[src/rtl/ula_operand_stage.sv]
// Operand-fetch stage ahead of the ULA: register file with write bypass, immediate select
// and a single valid/ready output register that stays current with writebacks while stalled.
module ula_operand_stage #(
    parameter int DATA_W = 8,
    parameter int NREG   = 8,
    parameter int CTRL_W = 3,
    localparam int IDX_W = $clog2(NREG)
) (
    input  logic              clk,
    input  logic              rst_n,
    input  logic              in_valid,
    output logic              in_ready,
    input  logic [IDX_W-1:0]  in_rs1,
    input  logic [IDX_W-1:0]  in_rs2,
    input  logic [IDX_W-1:0]  in_rd,
    input  logic [DATA_W-1:0] in_imm,
    input  logic              in_use_imm,
    input  logic [CTRL_W-1:0] in_ula_ctrl,
    input  logic              wb_en,
    input  logic [IDX_W-1:0]  wb_rd,
    input  logic [DATA_W-1:0] wb_data,
    output logic              out_valid,
    input  logic              out_ready,
    output logic [DATA_W-1:0] SrcA,
    output logic [DATA_W-1:0] SrcB,
    output logic [CTRL_W-1:0] ULAControl,
    output logic [IDX_W-1:0]  out_rd
);

    logic [DATA_W-1:0] regs_q [NREG];

    logic              valid_q,   valid_d;
    logic [DATA_W-1:0] srca_q,    srca_d;
    logic [DATA_W-1:0] srcb_q,    srcb_d;
    logic [CTRL_W-1:0] ctrl_q,    ctrl_d;
    logic [IDX_W-1:0]  rd_q,      rd_d;
    logic [IDX_W-1:0]  rs1_q,     rs1_d;
    logic [IDX_W-1:0]  rs2_q,     rs2_d;
    logic              use_imm_q, use_imm_d;

    logic              wb_write;
    logic              accept;
    logic              stall;
    logic [DATA_W-1:0] rd_a;
    logic [DATA_W-1:0] rd_b;

    assign wb_write = wb_en && (wb_rd != '0);

    // Entry 0 has no write enable (wb_write excludes index 0), so it stays zero forever.
    for (genvar gi = 0; gi < NREG; gi++) begin : g_regfile
        always_ff @(posedge clk or negedge rst_n) begin
            if (!rst_n) begin
                regs_q[gi] <= '0;
            end else if (wb_write && (wb_rd == IDX_W'(gi))) begin
                regs_q[gi] <= wb_data;
            end
        end
    end

    function automatic logic [DATA_W-1:0] read_reg(input logic [IDX_W-1:0] rs);
        if (rs == '0) begin
            return '0;
        end else if (wb_write && (wb_rd == rs)) begin
            return wb_data;
        end else begin
            return regs_q[rs];
        end
    endfunction

    assign rd_a = read_reg(in_rs1);
    assign rd_b = read_reg(in_rs2);

    assign in_ready = !valid_q || out_ready;
    assign accept   = in_valid && in_ready;
    assign stall    = valid_q && !out_ready;

    // A stall blocks accept, so the three branches below are mutually exclusive.
    always_comb begin
        valid_d   = valid_q;
        srca_d    = srca_q;
        srcb_d    = srcb_q;
        ctrl_d    = ctrl_q;
        rd_d      = rd_q;
        rs1_d     = rs1_q;
        rs2_d     = rs2_q;
        use_imm_d = use_imm_q;
        if (accept) begin
            valid_d   = 1'b1;
            srca_d    = rd_a;
            srcb_d    = in_use_imm ? in_imm : rd_b;
            ctrl_d    = in_ula_ctrl;
            rd_d      = in_rd;
            rs1_d     = in_rs1;
            rs2_d     = in_rs2;
            use_imm_d = in_use_imm;
        end else if (stall) begin
            if (wb_write && (wb_rd == rs1_q)) begin
                srca_d = wb_data;
            end
            if (wb_write && (wb_rd == rs2_q) && !use_imm_q) begin
                srcb_d = wb_data;
            end
        end else if (valid_q) begin
            valid_d = 1'b0;
        end
    end

    always_ff @(posedge clk or negedge rst_n) begin
        if (!rst_n) begin
            valid_q   <= 1'b0;
            srca_q    <= '0;
            srcb_q    <= '0;
            ctrl_q    <= '0;
            rd_q      <= '0;
            rs1_q     <= '0;
            rs2_q     <= '0;
            use_imm_q <= 1'b0;
        end else begin
            valid_q   <= valid_d;
            srca_q    <= srca_d;
            srcb_q    <= srcb_d;
            ctrl_q    <= ctrl_d;
            rd_q      <= rd_d;
            rs1_q     <= rs1_d;
            rs2_q     <= rs2_d;
            use_imm_q <= use_imm_d;
        end
    end

    assign out_valid  = valid_q;
    assign SrcA       = srca_q;
    assign SrcB       = srcb_q;
    assign ULAControl = ctrl_q;
    assign out_rd     = rd_q;

endmodule

[config.mk]
export PLATFORM = sky130hd
export DESIGN_NAME = ula_operand_stage
export DESIGN_NICKNAME = d
export VERILOG_FILES = /design/src/rtl/ula_operand_stage.sv
export SDC_FILE = /design/constraint.sdc
export NUM_CORES = 1
export LEC_CHECK = 0
export CORE_MARGIN = 4
export CORE_UTILIZATION = 40
export DETAILED_ROUTE_END_ITERATION = 6
export PLACE_DENSITY_LB_ADDON = 0.3
export SYNTH_ARGS = -nofsm -noshare
export SYNTH_HDL_FRONTEND = slang
export SYNTH_SLANG_ARGS = --single-unit
export TNS_END_PERCENT = 10
[constraint.sdc]
create_clock -name clk -period 3.06 [get_ports clk]
set_input_delay 0.765 -clock clk [delete_from_list [all_inputs] [get_ports clk]]
set_output_delay 0.765 -clock clk [all_outputs]
set_load 0.02 [all_outputs]
Word level (Yosys, flattened, before mapping). Cells that the tools add are included. W data, S select, Z words.

$lt $le $gt $ge: 2. Equal/unequal tests: 12. Mux-type cells: 19. Bitwise gates (word level): 2. Reduce and logical (&&, ||, !) cells: 29.

Operators by type and width (count): $mux W8 (15); $bmux W8 S3 (2); $logic_and A1 B1 Y1 (16); $eq A3 B3 Y1 (4); $eq A3 B3 Y1 const B (4); $logic_not A3 Y1 (3); $ge A4 B4 Y1 const B (2); $not A3 Y4 (2); $eq A3 B2 Y1 const B (2); $reduce_bool A2 Y1 (3); $reduce_and A2 Y1 (2); $eq A3 B1 Y1 const B (1); $logic_not A1 Y1 (3); $reduce_bool A3 Y1 (1); $mux W1 (2); $ne A2 B2 Y1 const B (1); $logic_or A1 B1 Y1 (1).

Bits in registers: 94. Output and inout port bits: 24. Word-level logic and storage cells: 80.

Depth between registers and ports, before layout.
Word-level depth: 8. Depth in mapped cells: 7. Depth with buffers taken out: 5.

Least setup slack after synthesis. No wires, ideal clock.

Kind: in2reg. Start point: in out_ready. End point: reg srcb_q[0], in the netlist SrcB[0]. Arrival: 2025 ps. Slack: 891 ps. Cell stages on the path: 6. Cells stage by stage: nand2b_1 -> nand2b_4 -> o41a_4 -> buf_6 -> nand2_1 -> o221ai_1.

Cells in the longest elaborated chain, start to end: 4. Elaborated cells on any way between the ends: 8.

RTL lines: start: declaration (line 23) `input logic out_ready,`; $logic_or A1 B1 Y1 / $logic_not A1 Y1 (equally long branches) (line 73, 75); $logic_and A1 B1 Y1 (on tied branches) (line 74, 75); $reduce_bool A2 Y1 (no line); $reduce_and A2 Y1 (no line); end signal: assignment (line 121) `srcb_q <= srcb_d;`; end: declaration (line 34) `logic [DATA_W-1:0] srcb_q, srcb_d;`.

Several ways; a longest one is shown, not always the timed one. A chain may end at the register's enable or synchronous reset.

Worst setup path after layout.
Start point: in out_ready. End point: out in_ready.

Cells in the longest elaborated chain, start to end: 1.

RTL lines: $logic_or A1 B1 Y1 (line 73) `assign in_ready = !valid_q || out_ready;`; end: declaration (line 12) `output logic in_ready,`.

Every way passes these cells.

==> flow_summary_export.csv <==
group,metric,value,unit
logic_synthesis,netlist_area,0.00510,mm^2
power,clockPowerShare,28.7,%
layout,fin_nets,483,
clock_network,clock-sinks,94,
timing,rsz0062_at_grt,"no",
clock_network,cts_tree,"yes",
logic_synthesis,avgSynthCellArea,13.1,um^2
die,pin_count,61,
drt,met3_length,849,um
die,die_y,121,um
grt,first_global_vias,3549,
timing,tightest_slew,0.525,ns
die,die_w,121,um
power,p_int,2.57,mW
clock_network,clockBufferDepth,2,
layout,fill_cells,1073,
drt,drcViolationCount,0,
grt,antenna_found_initial,0,
die,rows,40,
logic_synthesis,synth_warnings,0,
timing,setup_viol,0,
logic_synthesis,synth_enable_flop_cells,0,
clock_network,cts_setup_buffers,0,
die,initial_core_util,41.6,%
drt,firstDrtPassIters,4,
critical_path,reg2reg_from,"out_valid",
layout,synthToLayoutAreaGrowth,20.8,%
clock_network,cts_resized,0,
drt,wl_per_cell,19.5,um
drt,drt_iter0_drc,238,
drt,wirelength,12.1,mm
critical_path,reg2reg_slack,1.41,ns
logic_synthesis,synth_compound_area_share,7.33,%
grt,grt_max_degree,40,
logic_synthesis,syn-num-nets,427,
outcome,status,"complete, no violations",
timing,maxSlewHeadroom,64.9,%
worst_hold_path,hold_path_class,"primary input to asynchronous set/reset pin",
power,switching_share,29.4,%
critical_path,critPathCapture,"in_ready",
die,core-area,0.0123,mm^2
drt,postRouteAntennaNets,0,
critical_path,critPathLaunch,"out_ready",
critical_path,cp.arrival,2.04,ns
logic_synthesis,synthCells,390,
timing,min_period_over_period,91.6,%
critical_path,ff2ff_path_depth,5,
layout,layout_commonest_cell,"dfrtp_1",
clock_network,cts-root-buf,"clkbuf_16",
critical_path,end_kind,"output port",
clock_network,cts_hold_buf,0,
logic_synthesis,synth_top_family_by_area,"multiplexers",
logic_synthesis,synth_fa_ha_area_share,0,%
placement,placed_cells,603,
drt,vias,3457,
placement,dp_hpwl,8.67,mm
drt,wl_met1,5.29,mm
power,p_per_area,591,mW/mm^2
placement,pre_cts_slack,0.254,ns
power,power_leakage,2.65,nW
timing,fin_tns_setup,0,ns
placement,globalplace.congestion,0.768,
layout,final_layout_size_suffix_gt1_share,30.6,%
layout,fin_cells,619,
power,vdd_drop_max,0.000246,V
critical_path,cp_max_fo,5,
logic_synthesis,synth-simple-area-share,7.53,%
timing,worst_slack,0.258,ns
layout,utilization,50.3,%
critical_path,required,2.29,ns
timing,whs,0.384,ns
logic_synthesis,ys_types,43,
layout,final_cell_mix,"94 x dfrtp_1, 65 x mux2_2, 59 x clkdlybuf4s50_1, 41 x nand2_1, 26 x buf_4",
grt,grt-ovfl-total,0,
power,p_comb_share,26.3,%
clock_network,path_clk_slew,0.07,ns
drt,viasPerCell,5.58,
power,p_sw,1.07,mW
critical_path,startpoint_type,"primary input",
power,p_seq_share,45.0,%
critical_path,path_class,"primary input to output port",
placement,port_buffers,60,
drt,wl_met2,5.75,mm
logic_synthesis,synth-main-ff-cell,"dfrtp_1",
logic_synthesis,synth-xor-area-share,2.06,%
grt,grt_use_total,17.2,%
timing,hold_violations,0,
timing,max_freq,357,MHz
timing,final_max_slew_viol_count,0,
clock_network,h-tree-depth,3,
die,die_area,0.0146,mm^2
logic_synthesis,seq_area_frac_synth,46.1,%
grt,grt_pass1_wl,19.7,mm
logic_synthesis,yosys_register_bits,94,
clock_network,clock_latency,0.34,ns
job,cap_violations,0,
timing,clock_skew,0.00612,ns
logic_synthesis,async_flop_share,100,%
clock_network,cts_buffers,9,
critical_path,timing.rr.end,"SrcB[1]",
drt,maxUsedRoutingLayer,"met4",
layout,diodes,0,
timing,min_period,2.80,ns
logic_synthesis,synthMuxAreaShare,31.9,%
## final cells by class
type                            count  area (um^2)  share of cell area (%)
Sequential cell                    94         2350                    38.2
Timing Repair Buffer               87          826                    13.4
Clock buffer                        9          225                    3.65
Inverter                            3         11.3                   0.183
Clock inverter                      7         50.0                   0.812
Multi-Input combinational cell    251         2490                    40.4
Tap cell                          168          210                    3.41
## critical path: stages
cell	delay (ns)
clkdlybuf4s50_1	0.44
nand2b_1	0.19
clkdlybuf4s50_1	0.64
## sequential cells by signal (all words and copies together) (netlist names)
signal	flops
SrcA	8
SrcB	8
ULAControl	3
out_rd	3
out_valid	1
regs_q	64
rs1_q	3
rs2_q	3
use_imm_q	1
## kinds of logic after synthesis
kind of cell / Yosys count
xor gates and xnor gates: 12
buffers and inverters: 45
AOI/OAI and AO/OA: 48
and+or+nand+nor: 76
DFF: 94
muxes: 115
## worst min-delay path by stage
stage | to | slack [ns] | cells past startpoint
CTS | regs_q[55] | 0.40 | 1
floorplan | regs_q[57] | 0.44 | 1
global placement | regs_q[62] | 0.38 | 0
finish | regs_q[55] | 0.38 | 1
global route | regs_q[62] | 0.41 | 0
detailed placement | regs_q[62] | 0.38 | 0
## synthesized netlist by cell type, types with 4 or more instances
cell | number | share of area [%]
dfrtp_1 | 94 | 46
mux2_2 | 65 | 14
nand2_1 | 41 | 3.0
mux2i_1 | 21 | 4.1
mux4_2 | 21 | 9.3
clkbuf_1 | 18 | 1.3
o21ai_0 | 12 | 1.2
buf_2 | 11 | 1.1
xnor2_1 | 11 | 1.9
o221ai_1 | 9 | 1.5
a21oi_1 | 8 | 0.78
and3_1 | 8 | 0.98
mux4_1 | 8 | 4.1
buf_6 | 6 | 1.3
buf_4 | 4 | 0.59
nand3_1 | 4 | 0.39
nor2_1 | 4 | 0.29
## power by group through the flow
stage / Clock, mW / Combinational, mW / Sequential, mW
global route: 1.13 / 1.04 / 1.67
CTS: 1.07 / 0.965 / 1.64
floorplan: 0 / 0.581 / 1.67
global placement: 0 / 0.940 / 1.64
finish: 1.05 / 0.957 / 1.64
detailed placement: 0 / 0.960 / 1.66
## stage by stage
| stage | cell area, um^2 | total power [mW] |
|---|---|---|
| floorplan | 5100 | 2.26 |
| global placement | 5890 | 2.58 |
| detailed placement | 5890 | 2.62 |
| CTS | 6160 | 3.67 |
| global route | 6160 | 3.83 |
| finish | 6160 | 3.64 |
## per-layer routing
metal | GRT usage, % | vias to the layer above
met3 | 3.17 | 14
met2 | 27.9 | 109
met1 | 23.6 | 1756
met5 | 0 | -
li1 | - | 1578
met4 | 4.96 | 0
No activity file was read; power rests on OpenSTA's default activity.
